`src/rtl/genius_pkg.sv`:
```
// Shared types and constants for the memory-game core: FSM states, default
// sequence length and active-low seven-segment patterns ordered {g,f,e,d,c,b,a}.
package genius_pkg;

  typedef enum logic [2:0] {
    StIdle,
    StAdd,
    StShowOn,
    StShowOff,
    StInput,
    StWin,
    StLose
  } state_e;

  localparam int unsigned MaxLenDefault = 16;

  localparam logic [7:0] SeedFallback = 8'hA5;

  localparam logic [6:0] SegBlank = 7'h7F;
  localparam logic [6:0] SegE     = 7'b0000110;
  localparam logic [6:0] SegP     = 7'b0001100;

  function automatic logic [6:0] seg_digit(input logic [3:0] digit);
    logic [6:0] seg;
    case (digit)
      4'd0:    seg = 7'b1000000;
      4'd1:    seg = 7'b1111001;
      4'd2:    seg = 7'b0100100;
      4'd3:    seg = 7'b0110000;
      4'd4:    seg = 7'b0011001;
      4'd5:    seg = 7'b0010010;
      4'd6:    seg = 7'b0000010;
      4'd7:    seg = 7'b1111000;
      4'd8:    seg = 7'b0000000;
      4'd9:    seg = 7'b0010000;
      default: seg = SegBlank;
    endcase
    return seg;
  endfunction

endpackage

```
`src/rtl/seg7_decoder.sv`:
```
// Single-digit decimal to active-low seven-segment pattern, with forced blank.
module seg7_decoder
  import genius_pkg::*;
(
  input  logic [3:0] digit_i,
  input  logic       blank_i,
  output logic [6:0] seg_o
);

  assign seg_o = blank_i ? SegBlank : seg_digit(digit_i);

endmodule

```
`src/rtl/genius_game.sv`:
```
// Memory game core: shows a growing LFSR-derived colour sequence on LEDs and
// checks the player's button presses against it, level shown in decimal.
module genius_game
  import genius_pkg::*;
#(
  parameter int unsigned SHOW_CYCLES    = 8,
  parameter int unsigned GAP_CYCLES     = 4,
  parameter int unsigned TIMEOUT_CYCLES = 1000,
  parameter int unsigned MAX_LEN        = MaxLenDefault
) (
  input  logic       clock,
  input  logic       reset,
  input  logic       start,
  input  logic [2:0] btn,
  input  logic [9:2] sw,
  output logic [6:0] segd0,
  output logic [6:0] segd1,
  output logic [6:0] segd2,
  output logic [6:0] segd3,
  output logic [9:0] leds
);

  localparam int unsigned ShowGap = (SHOW_CYCLES > GAP_CYCLES) ? SHOW_CYCLES : GAP_CYCLES;
  localparam int unsigned CntMax  = (ShowGap > TIMEOUT_CYCLES) ? ShowGap : TIMEOUT_CYCLES;
  localparam int unsigned CntW    = $clog2(CntMax + 1);
  localparam int unsigned IdxW    = $clog2(MAX_LEN);

  state_e          state_q, state_d;
  logic            start_q, start_prev_q;
  logic [2:0]      btn_q, btn_prev_q;
  logic [7:0]      lfsr_q, lfsr_d;
  logic [6:0]      level_q, level_d;
  logic [6:0]      idx_q, idx_d;
  logic [CntW-1:0] cnt_q, cnt_d;
  logic            refill_q, refill_d;
  logic [1:0]      seq_q [MAX_LEN];
  logic            seq_we;

  logic       start_edge;
  logic [2:0] btn_edge;
  logic [7:0] lfsr_step;
  logic [1:0] new_colour;
  logic [1:0] cur_colour;
  logic [2:0] cur_onehot;
  logic       last_entry;

  assign start_edge = start_q & ~start_prev_q;
  assign btn_edge   = btn_q & ~btn_prev_q;
  assign lfsr_step  = {lfsr_q[6:0], lfsr_q[7] ^ lfsr_q[5] ^ lfsr_q[4] ^ lfsr_q[3]};
  assign new_colour = (lfsr_step[1:0] == 2'd3) ? 2'd0 : lfsr_step[1:0];
  assign cur_colour = seq_q[idx_q[IdxW-1:0]];
  assign cur_onehot = 3'b001 << cur_colour;
  assign last_entry = (idx_q == level_q - 7'd1);

  always_comb begin
    state_d  = state_q;
    lfsr_d   = lfsr_q;
    level_d  = level_q;
    idx_d    = idx_q;
    cnt_d    = cnt_q;
    refill_d = refill_q;
    seq_we   = 1'b0;
    if (start_edge) begin
      state_d  = StAdd;
      lfsr_d   = (sw == 8'd0) ? SeedFallback : sw;
      level_d  = '0;
      idx_d    = '0;
      cnt_d    = '0;
      refill_d = 1'b0;
    end else begin
      unique case (state_q)
        StAdd: begin
          seq_we  = 1'b1;
          lfsr_d  = lfsr_step;
          level_d = level_q + 7'd1;
          idx_d   = '0;
          cnt_d   = '0;
          state_d = StShowOn;
        end
        StShowOn: begin
          if (cnt_q == CntW'(SHOW_CYCLES - 1)) begin
            cnt_d   = '0;
            state_d = StShowOff;
          end else begin
            cnt_d = cnt_q + 1'b1;
          end
        end
        StShowOff: begin
          if (cnt_q == CntW'(GAP_CYCLES - 1)) begin
            cnt_d = '0;
            // A gap following a completed round leads to the next colour being added.
            if (refill_q) begin
              refill_d = 1'b0;
              state_d  = StAdd;
            end else if (last_entry) begin
              idx_d   = '0;
              state_d = StInput;
            end else begin
              idx_d   = idx_q + 7'd1;
              state_d = StShowOn;
            end
          end else begin
            cnt_d = cnt_q + 1'b1;
          end
        end
        StInput: begin
          if (btn_edge != 3'b000) begin
            if (btn_edge == cur_onehot) begin
              cnt_d = '0;
              idx_d = idx_q + 7'd1;
              if (last_entry) begin
                if (level_q == 7'(MAX_LEN)) begin
                  state_d = StWin;
                end else begin
                  refill_d = 1'b1;
                  state_d  = StShowOff;
                end
              end
            end else begin
              state_d = StLose;
            end
          end else if (cnt_q == CntW'(TIMEOUT_CYCLES - 1)) begin
            state_d = StLose;
          end else begin
            cnt_d = cnt_q + 1'b1;
          end
        end
        default: ;
      endcase
    end
  end

  always_ff @(posedge clock or posedge reset) begin
    if (reset) begin
      state_q      <= StIdle;
      start_q      <= 1'b0;
      start_prev_q <= 1'b0;
      btn_q        <= 3'b000;
      btn_prev_q   <= 3'b000;
      lfsr_q       <= SeedFallback;
      level_q      <= '0;
      idx_q        <= '0;
      cnt_q        <= '0;
      refill_q     <= 1'b0;
      for (int i = 0; i < int'(MAX_LEN); i++) begin
        seq_q[i] <= 2'd0;
      end
    end else begin
      state_q      <= state_d;
      start_q      <= start;
      start_prev_q <= start_q;
      btn_q        <= btn;
      btn_prev_q   <= btn_q;
      lfsr_q       <= lfsr_d;
      level_q      <= level_d;
      idx_q        <= idx_d;
      cnt_q        <= cnt_d;
      refill_q     <= refill_d;
      if (seq_we) begin
        seq_q[level_q[IdxW-1:0]] <= new_colour;
      end
    end
  end

  always_comb begin
    leds    = '0;
    leds[7] = (state_q == StInput);
    leds[8] = (state_q == StWin);
    leds[9] = (state_q == StLose);
    if (state_q == StShowOn) begin
      leds[2:0] = cur_onehot;
    end else if (state_q == StInput) begin
      leds[2:0] = btn_q;
    end
  end

  always_comb begin
    unique case (state_q)
      StIdle:  segd3 = SegBlank;
      StWin:   segd3 = seg_digit(4'd0);
      StLose:  segd3 = SegE;
      default: segd3 = SegP;
    endcase
  end

  logic [3:0] tens, units;
  logic       idle;

  assign tens  = 4'(level_q / 7'd10);
  assign units = 4'(level_q % 7'd10);
  assign idle  = (state_q == StIdle);
  assign segd2 = SegBlank;

  seg7_decoder u_units (
    .digit_i(units),
    .blank_i(idle),
    .seg_o  (segd0)
  );

  seg7_decoder u_tens (
    .digit_i(tens),
    .blank_i(idle || (level_q < 7'd10)),
    .seg_o  (segd1)
  );

endmodule

```
`config.mk`:
```
export PLATFORM = sky130hd
export DESIGN_NAME = genius_game
export DESIGN_NICKNAME = d
export VERILOG_FILES = /design/src/rtl/genius_pkg.sv /design/src/rtl/seg7_decoder.sv /design/src/rtl/genius_game.sv
export SDC_FILE = /design/constraint.sdc
export NUM_CORES = 1
export LEC_CHECK = 0
export BUFFER_PORTS_ARGS = -buffer_cell sky130_fd_sc_hd__buf_2
export CORE_ASPECT_RATIO = 1.5
export CORE_MARGIN = 5
export CORE_UTILIZATION = 30
export DETAILED_ROUTE_END_ITERATION = 10
export GPL_ROUTABILITY_DRIVEN = 0
export GPL_TIMING_DRIVEN = 0
export REMOVE_ABC_BUFFERS = 1
export SYNTH_ARGS = -nofsm -noshare
export SYNTH_HDL_FRONTEND = slang
export SYNTH_SLANG_ARGS = --single-unit
```
`constraint.sdc`:
```
create_clock -name clock -period 5.4 [get_ports clock]
set_clock_uncertainty 0.05 [all_clocks]
set_input_delay 0.81 -clock clock [delete_from_list [all_inputs] [get_ports clock]]
set_output_delay 0.81 -clock clock [all_outputs]
set_load 0.01 [all_outputs]
```
==> results.txt, run 1 <==
----------------------------------------------------
[Synth]
  Warning count from the yosys run ... 0
  Area of the mapped netlist ... 5130 µm²
  Synthesized-area fraction occupied by xor and xnor cells ... 4.10%
  Post-synthesis simple-gate area fraction ... between 10% and 20%
  Cell count after synthesis ... between 500 and 600
  Combinational family with the most area after synthesis ... simple AND/OR/NAND/NOR gates
  Average footprint of a synthesized cell ... 9.29 µm²
  Primary flip-flop cell chosen by synthesis mapping ... sky130_fd_sc_hd__dfrtp_1
  Share of synthesized cell area in full adder, half adder and majority cells ... 4.59%
  Number of storage elements in the synthesis netlist ... 76
  Synthesized-area fraction occupied by ao, oa, aoi and oai cells ... between 10% and 20%
  Async set or reset register ratio after synthesis ... 100%
  Post-synthesis mux area share ... 13.5%
  Count of different cell masters after synthesis ... 65
  Count of flip-flops with a built-in enable after synthesis ... 0
  Proportion of synthesized chip area in sequential cells ... 37.2%

[Drt]
  Detailed-route wire length per cell ... 15.1 µm
  Total routed wire length on the met1 layer ... 4.95 mm
  Total via count in the routed design ... about 4100
  Wirelength, routed ... 12.0 mm
  Met2 layer wire length in the routed design ... 6.29 mm
  First DRT Iteration DRCs ... 167
  Antenna-violating nets left ... 0
  Pre-Repair DR Iteration Count ... 4
  DRC violations left ... 0
  Routed wire length on met3 ... 557 µm
  Top routing layer in use ... met4
  Via density per instance ... 5.23

[Pwr]
  P_leak ... 2.59 nW
  Total chip power ... 0.00251 W
  Combinational cell fraction of total power ... 43.4%
  Switching power ... slightly above 0.001 W
  Net Sw Frac ... 40.4%
  Clock power share ... 24.2%
  Worst IR drop on VDD ... 0.202 mV
  Power density normalized to cell area ... 430 nW/µm²
  Fraction of power consumed by sequential logic ... 32.4%
  Internal Dissipation ... 0.00149 W

[Global route]
  Pin count of the biggest net entering global routing ... 65
  First-pass GRT wire length ... approximately 20 mm
  Antenna violations before repair ... 0
  Sum of overflow across all layers after global routing ... 0
  Via count of the first global-routing pass ... 4308
  Total routing usage reported by global routing ... approximately an eighth

[Outcome]
  Run status ... completed

[Floorplan]
  Die area ... ~20000 µm²
  Overall die height ... 170 µm
  X dimension of the die ... 117 µm
  Core Region ... 16800 µm²
  Count of standard-cell rows ... 58
  IO Pins ... 52
  Starting density of the core ... 30.6%

[Worst setup path]
  Critical-path cell with the highest stage delay ... sky130_fd_sc_hd__dfrtp_2
  Maximum fanout count along the critical path ... 22
  Data arrival time at the worst-slack endpoint ... 4.29 ns
  Reg2Reg Capture Point ... idx_q[2]$_DFFE_PP0P_
  R2R Path Start ... level_q[0]$_DFFE_PP0P_
  Stage delay of the slowest cell on the critical path ... 0.60 ns
  Critical path class ... reg2out
  Cell breakdown of the critical path ... nor4bb_2 -> a211oi_1 -> a31oi_2 -> xor2_2 -> ha_4 -> a21boi_1 -> o22a_1 -> o21ai_0 -> a22o_1 -> a311oi_4 -> buf_4 -> o21ai_2 -> nand2b_1 -> nor3_1 -> a21oi_1 -> buf_2
  Endpoint kind of the worst setup timing path ... primary output
  Crit start category ... flip-flop
  Cell count of the worst reg-to-reg path ... 10
  WP data required ... 4.54 ns
  Internal reg-to-reg setup slack ... 1.86 ns

[Job]
  Max-capacitance violation count ... 0

[Finish]
  Post-Layout Inst Area ... around 5800 µm²
  Fillcell total ... between 1500 and 2000
  Number of cells in the finished layout apart from fillers ... approximately 790
  Layout overhead on the synthesized area ... 13.8%
  Most common cell after layout, fill and taps aside ... sky130_fd_sc_hd__dfrtp_1
  Share of cells above drive strength 1 ... between 20% and 30%
  Final layout net count ... 610
  Top library cells by usage in the layout, fill and taps aside ... sky130_fd_sc_hd__dfrtp_1, sky130_fd_sc_hd__nand2_1, sky130_fd_sc_hd__nor2_1
  Ant. Diodes ... 0

[Clock network]
  Clock Latency Late Sink ... 0.34 ns
  H-tree lvl count ... 3
  Clock Pin Slew Worst Setup and Hold Paths ... 0.06 ns
  Maximum count of clock buffers along a single path ... 2
  CTS tree ... yes
  Clock tree sinks ... 76
  Number of buffers created by CTS ... 9
  CTS root buffer ... sky130_fd_sc_hd__clkbuf_16

[Place]
  Port bufs ... 40
  DP Cell Count ... 771
  Standard cell area after detailed placement ... 5440 µm²
  Detailed Place HPWL ... 8.67 mm

[STA]
  Final setup violating endpoints ... 0
  Minimum period implied by the final worst setup slack ... around 5 ns
  Actual transition at the worst max-transition pin ... around 1.2 ns
  Final hold violations ... 0
  Post-route fraction of the period consumed by the critical path ... between 90% and 100%
  Worst slew slack as a fraction of its limit ... 16.0%
  Setup repair after global routing missed its margin ... no
  Max Slew Vio Count ... 0
  Maximum clock frequency ... 194 MHz

[Hold path]
  Type of the worst min-delay path ... in2async

----------------------------------------------------
per-layer routing:
metal | GRT usage, % | vias up
li1 | - | 1990
met1 | 14.5 | 2040
met2 | 22.4 | 100
met3 | 2.13 | 14
met4 | 3.59 | 0
met5 | 0 | -
logic make-up after synthesis:
| logic type | Yosys count |
|---|---|
| xor+xnor | 24 |
| other cells | 2 |
| simple gates | 205 |
| mux | 53 |
| compound gates | 115 |
| flops | 76 |
| buf+inv | 58 |
| fa+ha+maj | 19 |
power groups by stage:
stage | clock network (W) | logic [W] | registers [W]
2_1_floorplan | 0 | 0.000786 | 0.000778
3_3_place_gp | 0 | 0.00103 | 0.000814
3_5_place_dp | 0 | 0.00107 | 0.000824
4_1_cts | 0.000616 | 0.00108 | 0.000816
5_1_grt | 0.000644 | 0.00122 | 0.000833
6_report | 0.000607 | 0.00109 | 0.000813
cell usage after synthesis (3+ instances only):
| cell type | count | area (µm²) |
|---|---|---|
| sky130_fd_sc_hd__a211oi_1 | 4 | 30.0 |
| sky130_fd_sc_hd__a21boi_0 | 3 | 22.5 |
| sky130_fd_sc_hd__a21o_1 | 3 | 22.5 |
| sky130_fd_sc_hd__a21oi_1 | 24 | 120 |
| sky130_fd_sc_hd__a31oi_1 | 5 | 31.3 |
| sky130_fd_sc_hd__a32oi_1 | 3 | 26.3 |
| sky130_fd_sc_hd__and2_1 | 5 | 31.3 |
| sky130_fd_sc_hd__and3_1 | 8 | 50.1 |
| sky130_fd_sc_hd__buf_2 | 4 | 20.0 |
| sky130_fd_sc_hd__buf_4 | 14 | 105 |
| sky130_fd_sc_hd__clkbuf_1 | 21 | 78.8 |
| sky130_fd_sc_hd__dfrtp_1 | 72 | 1800 |
| sky130_fd_sc_hd__dfstp_2 | 4 | 105 |
| sky130_fd_sc_hd__ha_1 | 18 | 225 |
| sky130_fd_sc_hd__inv_1 | 15 | 56.3 |
| sky130_fd_sc_hd__mux2_2 | 33 | 372 |
| sky130_fd_sc_hd__mux2i_1 | 12 | 120 |
| sky130_fd_sc_hd__mux4_1 | 5 | 131 |
| sky130_fd_sc_hd__mux4_2 | 3 | 67.6 |
| sky130_fd_sc_hd__nand2_1 | 63 | 236 |
| sky130_fd_sc_hd__nand2b_1 | 11 | 68.8 |
| sky130_fd_sc_hd__nand3_1 | 16 | 80.1 |
| sky130_fd_sc_hd__nand4_1 | 8 | 50.1 |
| sky130_fd_sc_hd__nor2_1 | 50 | 188 |
| sky130_fd_sc_hd__nor2b_1 | 15 | 93.8 |
| sky130_fd_sc_hd__nor3_1 | 9 | 45.0 |
| sky130_fd_sc_hd__o21ai_0 | 40 | 200 |
| sky130_fd_sc_hd__o22ai_1 | 4 | 25.0 |
| sky130_fd_sc_hd__o31ai_1 | 6 | 45.0 |
| sky130_fd_sc_hd__or3_1 | 3 | 18.8 |
| sky130_fd_sc_hd__or4_1 | 5 | 37.5 |
| sky130_fd_sc_hd__xnor2_1 | 14 | 123 |
| sky130_fd_sc_hd__xor2_1 | 10 | 87.6 |
worst max-delay path, delay by kind of cell, from the launching register on:
family	cells	cell delay, ns
compound gates	9	1.66
simple gates	3	0.78
buf+inv	2	0.37
flops	1	0.60
xor+xnor	1	0.30
fa+ha+maj	1	0.23
registers in the layout, summed over array words and instances (netlist names):
name / flops
seq_q: 32
cnt_q: 10
lfsr_q: 8
idx_q: 7
level_q: 7
btn_prev_q: 3
btn_q: 3
state_q: 3
refill_q: 1
start_prev_q: 1
start_q: 1
layout make-up:
cell class                 count  area (µm²)  area share, %
multi-input combinational    427        3000           51.5
timing repair buffer          48         284           4.87
tap                          210         263           4.50
clock buffer                  10         239           4.10
sequential                    76        1920           32.9
clock inverter                 6        63.8           1.09
inverter                      16        62.6           1.07
how the worst max path moves through the flow:
stage	from	to	slack (ns)	cells past startpoint
6_report	level_q[5]$_DFFE_PP0P_	segd0[6]	0.25	16
3_5_place_dp	level_q[2]$_DFFE_PP0P_	segd0[5]	-0.29	16
2_1_floorplan	level_q[2]$_DFFE_PP0P_	segd0[5]	0.47	15
3_3_place_gp	level_q[2]$_DFFE_PP0P_	segd0[5]	-0.14	16
5_1_grt	level_q[5]$_DFFE_PP0P_	segd1[3]	0.008	17
4_1_cts	level_q[3]$_DFFE_PP0P_	segd0[5]	0.009	16
through the flow:
stage / util, % / hold slack (ns) / worst slack (ns) / setup TNS [ns]
2_1_floorplan: - / 0.317 / 0.471 / 0
3_3_place_gp: 32.2 / 0.326 / -0.137 / -0.320
3_5_place_dp: 32.5 / 0.338 / -0.293 / -1.11
4_1_cts: 34.5 / 0.339 / 0.00913 / 0
5_1_grt: 34.8 / 0.350 / 0.00774 / 0
6_report: 34.8 / 0.339 / 0.250 / 0
timing repair:
item                       in CTS  in global routing
pin swaps                       1                  2
hold endpoints to repair        0                  0
gates resized for setup         7                  6
setup buffers                   2                  4
hold buffers                    0                  0
setup endpoints to repair      13                 10
No activity file was read; power rests on OpenSTA's default activity.
==> run 2: changes to the inputs <==
Settings changed: CORE_MARGIN 5 to not set.
==> results.txt, run 2 (synthesis results as in run 1) <==
----------------------------------------------------
[Outcome]
  Run status ... completed

[STA]
  Post-route fraction of the period consumed by the critical path ... 94.5% (-0.86 points)
  Final setup violating endpoints ... 0 (unchanged)
  Final worst setup slack ... 0.296 ns (+0.0465 ns)
  Minimum period implied by the final worst setup slack ... 5.10 ns (-0.0465 ns)
  Worst slew slack as a fraction of its limit ... 20.7% (+4.7 points)
  Max Slew Vio Count ... 0 (unchanged)
  Actual transition at the worst max-transition pin ... 1.18 ns (-0.0694 ns)
  Final hold violations ... 0 (unchanged)
  Hold WS ... 0.343 ns (+0.00340 ns)
  Maximum clock frequency ... 196 MHz (+0.91%)

[Global route]
  Via count of the first global-routing pass ... 4132 (-4.1%)
  Antenna violations before repair ... 0 (unchanged)
  Sum of overflow across all layers after global routing ... 0 (unchanged)
  Met3 track demand over resource ... 1.97% (-0.17 points)
  Met1 Use GR ... 15.8% (+1.4 points)
  First-pass GRT wire length ... 19.5 mm (-3.2%)
  GRT Max-Usage Layer ... met2
  Met2 usage ... 25.5% (+3.2 points)
  Pin count of the biggest net entering global routing ... 43 (-34%)
  Total routing usage reported by global routing ... 14.0% (+1.7 points)

[Floorplan]
  Core Region ... 16800 µm² (unchanged)
  X dimension of the die ... 109 µm (-6.9%)
  Count of standard-cell rows ... 58 (unchanged)
  Overall die height ... 162 µm (-4.7%)
  Starting density of the core ... 30.6% (unchanged)
  IO Pins ... 52 (unchanged)
  Die area ... 17600 µm² (-11%)

[Worst setup path]
  Maximum fanout count along the critical path ... 16 (-27%)
  Data arrival time at the worst-slack endpoint ... 4.24 ns (-0.05 ns)
  Critical path class ... reg2out
  Endpoint kind of the worst setup timing path ... primary output
  WP data required ... 4.54 ns (about the same)
  Crit start category ... flip-flop

[Place]
  Standard cell area after detailed placement ... 5430 µm² (-0.14%)
  Port bufs ... 40 (unchanged)
  DP Cell Count ... 771 (unchanged)
  Detailed Place HPWL ... 8.34 mm (-3.8%)
  Dpl ws ... -0.268 ns (+0.0250 ns)

[Finish]
  Top library cells by usage in the layout, fill and taps aside ... sky130_fd_sc_hd__dfrtp_1, sky130_fd_sc_hd__nand2_1, sky130_fd_sc_hd__nor2_1
  Largest registers ranked by flip-flop count ... seq_q: 32 flops, cnt_q: 10 flops, lfsr_q: 8 flops
  Layout overhead on the synthesized area ... 14.3%
  Most common cell after layout, fill and taps aside ... sky130_fd_sc_hd__dfrtp_1
  Max reg flops ... 32 (unchanged)
  Final layout net count ... 609 (-0.16%)
  Final standard cell utilization of the core ... 35.0% (+0.14 points)
  Post-Layout Inst Area ... 5860 µm² (+0.41%)
  Share of cells above drive strength 1 ... 22.2% (-0.48 points)
  Largest Register ... seq_q
  Ant. Diodes ... 0 (unchanged)
  Number of cells in the finished layout apart from fillers ... 792 (-0.13%)

[Drt]
  First DRT Iteration DRCs ... 276 (+65%)
  Antenna-violating nets left ... 0 (unchanged)
  Total via count in the routed design ... 4153 (+0.22%)
  Pre-Repair DR Iteration Count ... 5 (+1)
  Wirelength, routed ... 11.8 mm (-1.6%)
  Via density per instance ... 5.24 (+0.34%)
  DRC violations left ... 0 (unchanged)
  Detailed-route wire length per cell ... 14.9 µm (-1.4%)

[Pwr]
  P_leak ... 2.60 nW (+0.47%)
  Clock power share ... 26.5% (+2.3 points)
  Worst IR drop on VDD ... 0.207 mV (+2.0%)
  Combinational cell fraction of total power ... 42.0% (-1.4 points)
  Internal Dissipation ... 0.00157 W (+5.1%)
  Fraction of power consumed by sequential logic ... 31.5% (-0.9 points)
  Switching power ... 0.000998 W (-1.5%)
  Net Sw Frac ... 38.9% (-1.6 points)
  Power density normalized to cell area ... 438 nW/µm² (+2.0%)

[Hold path]
  Type of the worst min-delay path ... reg2reg

[Clock network]
  Maximum count of clock buffers along a single path ... 2 (unchanged)
  CTS tree ... yes
  Number of buffers inserted for hold repair after clock tree synthesis ... 0 (unchanged)
  Clock tree sinks ... 76 (unchanged)
  Clock Pin Slew Worst Setup and Hold Paths ... 0.06 ns (about the same)
  H-tree lvl count ... 3 (unchanged)
  Number of buffers created by CTS ... 9 (unchanged)
  Clock Latency Late Sink ... 0.34 ns (about the same)
  CTS root buffer ... sky130_fd_sc_hd__clkbuf_16

[Job]
  Max-capacitance violation count ... 0 (unchanged)

----------------------------------------------------
-- run 2: cell count changes in the layout (fill, tap and decap cells not counted), moves of 2 or more --
cell,delta
sky130_fd_sc_hd__bufinv_16,+2
sky130_fd_sc_hd__buf_4,-2
sky130_fd_sc_hd__clkbuf_1,+2
sky130_fd_sc_hd__clkinvlp_4,-2
-- run 2: critical path, cell delays in order, from the launching register on --
cell	delay [ns]
sky130_fd_sc_hd__dfrtp_4	0.57
sky130_fd_sc_hd__inv_1	0.25
sky130_fd_sc_hd__a2bb2oi_1	0.22
sky130_fd_sc_hd__a31oi_2	0.16
sky130_fd_sc_hd__xor2_2	0.30
sky130_fd_sc_hd__ha_4	0.21
sky130_fd_sc_hd__a21boi_0	0.25
sky130_fd_sc_hd__o22a_1	0.16
sky130_fd_sc_hd__o21ai_0	0.07
sky130_fd_sc_hd__a22o_1	0.29
sky130_fd_sc_hd__a311oi_4	0.34
sky130_fd_sc_hd__buf_4	0.22
sky130_fd_sc_hd__inv_1	0.07
sky130_fd_sc_hd__ha_1	0.30
sky130_fd_sc_hd__nor2_1	0.11
sky130_fd_sc_hd__a21oi_1	0.05
sky130_fd_sc_hd__o21ai_0	0.17
sky130_fd_sc_hd__buf_2	0.16
-- run 2: repair_timing --
| item | in CTS | in global routing |
|---|---|---|
| gates cloned | 0 | 0 |
| pin swaps | 1 | 1 |
| setup buffers | 2 | 3 |
| setup endpoints to repair | 13 | 12 |
| gates resized for setup | 6 | 7 |
-- run 2: through the flow --
stage                     setup TNS (ns)  total power [W]
after floorplan                        0          0.00156
after global placement            -0.225          0.00184
after detailed placement           -1.09          0.00188
after CTS                              0          0.00258
after global routing             -0.0205          0.00276
final                                  0          0.00257
-- run 2: power by group through the flow --
stage | Clock [W] | Sequential (W) | Combinational, W
3_3_place_gp | 0 | 0.000812 | 0.00102
3_5_place_dp | 0 | 0.000821 | 0.00106
6_report | 0.000680 | 0.000810 | 0.00108
4_1_cts | 0.000694 | 0.000813 | 0.00107
5_1_grt | 0.000712 | 0.000830 | 0.00121
2_1_floorplan | 0 | 0.000778 | 0.000786
-- run 2: path summary, 6_finish.rpt --
check / start / end / slack [ns] / cells after the start
max: level_q[6]$_DFFE_PP0P_ / segd1[3] / 0.30 / 17
min reg2reg: start_q$_DFF_PP0_ / start_prev_q$_DFF_PP0_ / 0.34 / 0
min in group asynchronous: reset / seq_q[20]$_DFFE_PP0P_ / 0.44 / 2
min: start_q$_DFF_PP0_ / start_prev_q$_DFF_PP0_ / 0.34 / 0
max reg2reg: level_q[0]$_DFFE_PP0P_ / idx_q[2]$_DFFE_PP0P_ / 1.85 / 10
max in group asynchronous: reset / lfsr_q[2]$_DFFE_PP1P_ / 4.23 / 3
-- run 2: per-layer routing --
layer,share of wire [%],vias to the layer above
met5,0,-
met3,3.0,18
met4,1.7,0
met1,43,2038
met2,53,115
li1,-,1982
-- run 2: final cells by class --
class	instances	area, µm²
Multi-Input combinational cell	427	3000
Tap cell	210	263
Clock buffer	11	233
Fill cell	1698	10900
Sequential cell	76	1920
Timing Repair Buffer	47	275
Inverter	16	62.6
Clock inverter	5	100
==> run 3: changes to the inputs <==
Settings changed: GPL_TIMING_DRIVEN 0 to not set.
==> results.txt, run 3 (synthesis results as in run 1) <==
----------------------------------------------------
[Pwr]
  Combinational cell fraction of total power ... 43.9% (+1.9 points)
  Clock power share ... 22.9% (-3.6 points)
  Net Sw Frac ... 41.0% (+2.2 points)
  Switching power ... 0.000999 W (+0.11%)
  Power density normalized to cell area ... 422 nW/µm² (-3.8%)
  P_leak ... 2.58 nW (-0.95%)
  Internal Dissipation ... 0.00144 W (-8.6%)
  Fraction of power consumed by sequential logic ... 33.2% (+1.7 points)
  Worst IR drop on VDD ... 0.199 mV (-3.8%)

[Finish]
  Largest registers ranked by flip-flop count ... seq_q: 32 flops, cnt_q: 10 flops, lfsr_q: 8 flops
  Fillcell total ... 1702 (+0.24%)
  Share of cells above drive strength 1 ... 22.1% (-0.076 points)
  Most common cell after layout, fill and taps aside ... sky130_fd_sc_hd__dfrtp_1
  Largest Register ... seq_q
  Ant. Diodes ... 0 (unchanged)
  Multi-input combinational cell area ... 2990 µm² (-0.37%)
  Area taken by flip-flops and latches ... 1910 µm² (-0.65%)
  Top library cells by usage in the layout, fill and taps aside ... sky130_fd_sc_hd__dfrtp_1, sky130_fd_sc_hd__nand2_1, sky130_fd_sc_hd__nor2_1
  Max reg flops ... 32 (unchanged)
  Final layout net count ... 611 (+0.33%)
  Layout overhead on the synthesized area ... 12.6%

[Clock network]
  Number of buffers created by CTS ... 9 (unchanged)
  Clock tree sinks ... 76 (unchanged)
  Clock Pin Slew Worst Setup and Hold Paths ... 0.06 ns (about the same)
  H-tree lvl count ... 3 (unchanged)
  CTS root buffer ... sky130_fd_sc_hd__clkbuf_16
  Clock Latency Late Sink ... 0.34 ns (about the same)
  CTS tree ... yes
  Maximum count of clock buffers along a single path ... 2 (unchanged)

[Place]
  Detailed Place HPWL ... 8.44 mm (+1.3%)
  Port bufs ... 40 (unchanged)
  Dpl ws ... 0.443 ns (+0.711 ns)

[Worst setup path]
  Maximum fanout count along the critical path ... 14 (-2)
  Reg2Reg Capture Point ... idx_q[2]$_DFFE_PP0P_
  Data arrival time at the worst-slack endpoint ... 4.21 ns (-0.03 ns)
  R2R Path Start ... level_q[0]$_DFFE_PP0P_
  Internal reg-to-reg setup slack ... 1.89 ns (+0.04 ns)
  Critical path class ... reg2out
  Cell count of the worst reg-to-reg path ... 10 (unchanged)
  WP data required ... 4.54 ns (about the same)
  Crit start category ... flip-flop
  Endpoint kind of the worst setup timing path ... primary output

[STA]
  Final setup violating endpoints ... 0 (unchanged)
  Final worst setup slack ... 0.334 ns (+0.0373 ns)
  Max Slew Vio Count ... 0 (unchanged)
  Maximum clock frequency ... 197 MHz (+0.74%)
  Final hold violations ... 0 (unchanged)
  Post-route fraction of the period consumed by the critical path ... 93.8% (-0.69 points)
  Setup repair after global routing missed its margin ... no
  Worst slew slack as a fraction of its limit ... 16.5% (-4.1 points)
  Actual transition at the worst max-transition pin ... 1.24 ns (+0.0615 ns)
  Total negative slack for setup checks ... 0 ns (unchanged)
  Minimum period implied by the final worst setup slack ... 5.07 ns (-0.0373 ns)

[Drt]
  First DRT Iteration DRCs ... 241 (-13%)
  Detailed-route wire length per cell ... 14.4 µm (-2.9%)
  DRC violations left ... 0 (unchanged)
  Wirelength, routed ... 11.5 mm (-2.6%)
  Pre-Repair DR Iteration Count ... 6 (+1)
  Total via count in the routed design ... 4097 (-1.3%)
  Via density per instance ... 5.16 (-1.6%)
  Antenna-violating nets left ... 0 (unchanged)

[Floorplan]
  IO Pins ... 52 (unchanged)
  Count of standard-cell rows ... 58 (unchanged)
  Starting density of the core ... 30.6% (unchanged)
  Die area ... 17600 µm² (unchanged)
  X dimension of the die ... 109 µm (unchanged)
  Core Region ... 16800 µm² (unchanged)
  Overall die height ... 162 µm (unchanged)

[Job]
  Max-capacitance violation count ... 0 (unchanged)

[Global route]
  Pin count of the biggest net entering global routing ... 62 (+44%)
  Total routing usage reported by global routing ... 13.8% (-0.10 points)
  Via count of the first global-routing pass ... 4027 (-2.5%)
  Antenna violations before repair ... 0 (unchanged)
  Sum of overflow across all layers after global routing ... 0 (unchanged)
  First-pass GRT wire length ... 19.2 mm (-1.3%)

[Hold path]
  Hold path start ... btn_q[2]$_DFF_PP0_
  Type of the worst min-delay path ... reg2reg
  Number of cells on the worst hold path ... 0 (unchanged)
  Terminating pin of the worst hold path ... btn_prev_q[2]$_DFF_PP0_

[Outcome]
  Run status ... completed

----------------------------------------------------
run 3: cell types whose count changed in the layout (fill, tap and decap cells not counted), moves of 2 or more:
cell                         previous run  this run
sky130_fd_sc_hd__bufinv_16              3         0
sky130_fd_sc_hd__dfrtp_1               68        70
sky130_fd_sc_hd__clkinvlp_4             0         3
sky130_fd_sc_hd__buf_4                  4         9
sky130_fd_sc_hd__dfrtp_4                4         0
sky130_fd_sc_hd__dfrtp_2                0         2
run 3: power by group through the flow:
stage | sequential, W | clock (W) | combinational, W
after floorplan | 0.000778 | 0 | 0.000786
after global placement | 0.000812 | 0 | 0.00104
after detailed placement | 0.000817 | 0 | 0.00106
after CTS | 0.000807 | 0.000572 | 0.00107
after global routing | 0.000827 | 0.000597 | 0.00120
final | 0.000808 | 0.000559 | 0.00107
run 3: critical path: stages (launching register included):
cell and delay, ns:
sky130_fd_sc_hd__dfrtp_2 0.51, sky130_fd_sc_hd__nor4bb_1 0.34, sky130_fd_sc_hd__a211oi_1 0.11, sky130_fd_sc_hd__a31oi_2 0.25, sky130_fd_sc_hd__xor2_2 0.27, sky130_fd_sc_hd__ha_2 0.29
sky130_fd_sc_hd__a21boi_1 0.21, sky130_fd_sc_hd__o22a_1 0.16, sky130_fd_sc_hd__o21ai_0 0.07, sky130_fd_sc_hd__a22o_1 0.29, sky130_fd_sc_hd__a311oi_4 0.27, sky130_fd_sc_hd__xnor2_2 0.20
sky130_fd_sc_hd__inv_2 0.12, sky130_fd_sc_hd__ha_1 0.21, sky130_fd_sc_hd__mux2_2 0.27, sky130_fd_sc_hd__a21oi_1 0.14, sky130_fd_sc_hd__buf_2 0.15
run 3: routing by layer:
layer	share of wire, %	global-route usage, %
met5	0	0
met4	2.6	6.57
met3	3.0	1.69
met2	50	24.4
met1	44	16.4
run 3: stage by stage:
step                hold slack [ns]  util [%]  cell area, µm²  instances  total power, W
floorplan                     0.317         -            4930        519         0.00156
global placement              0.326      32.6            5470        778         0.00185
detailed placement            0.337      32.6            5470        778         0.00188
CTS                           0.351      34.3            5740        794         0.00245
global route                  0.359      34.4            5770        794         0.00262
finish                        0.346      34.4            5770        794         0.00243
run 3: cell type report:
class | count | share of cell area [%]
multi-input combinational | 427 | 51.9
sequential | 76 | 33.1
timing repair buffer | 49 | 4.64
tap | 210 | 4.55
clock buffer | 11 | 4.21
inverter | 16 | 1.04
clock inverter | 5 | 0.629
run 3: worst max path at each step:
stage	end	startpoint	depth (start not counted)	slack, ns
CTS	segd0[5]	level_q[2]$_DFFE_PP0P_	16	0.06
floorplan	segd0[5]	level_q[2]$_DFFE_PP0P_	15	0.47
finish	segd0[5]	level_q[2]$_DFFE_PP0P_	16	0.33
global placement	segd0[5]	level_q[5]$_DFFE_PP0P_	16	0.67
detailed placement	segd0[5]	level_q[2]$_DFFE_PP0P_	16	0.44
global route	segd0[5]	level_q[2]$_DFFE_PP0P_	16	0.02
run 3: repair_timing:
action | in CTS | in global routing
hold buffers | 0 | 0
setup buffers | 0 | 0
setup endpoints to repair | 0 | 12
resized for setup | 0 | 7
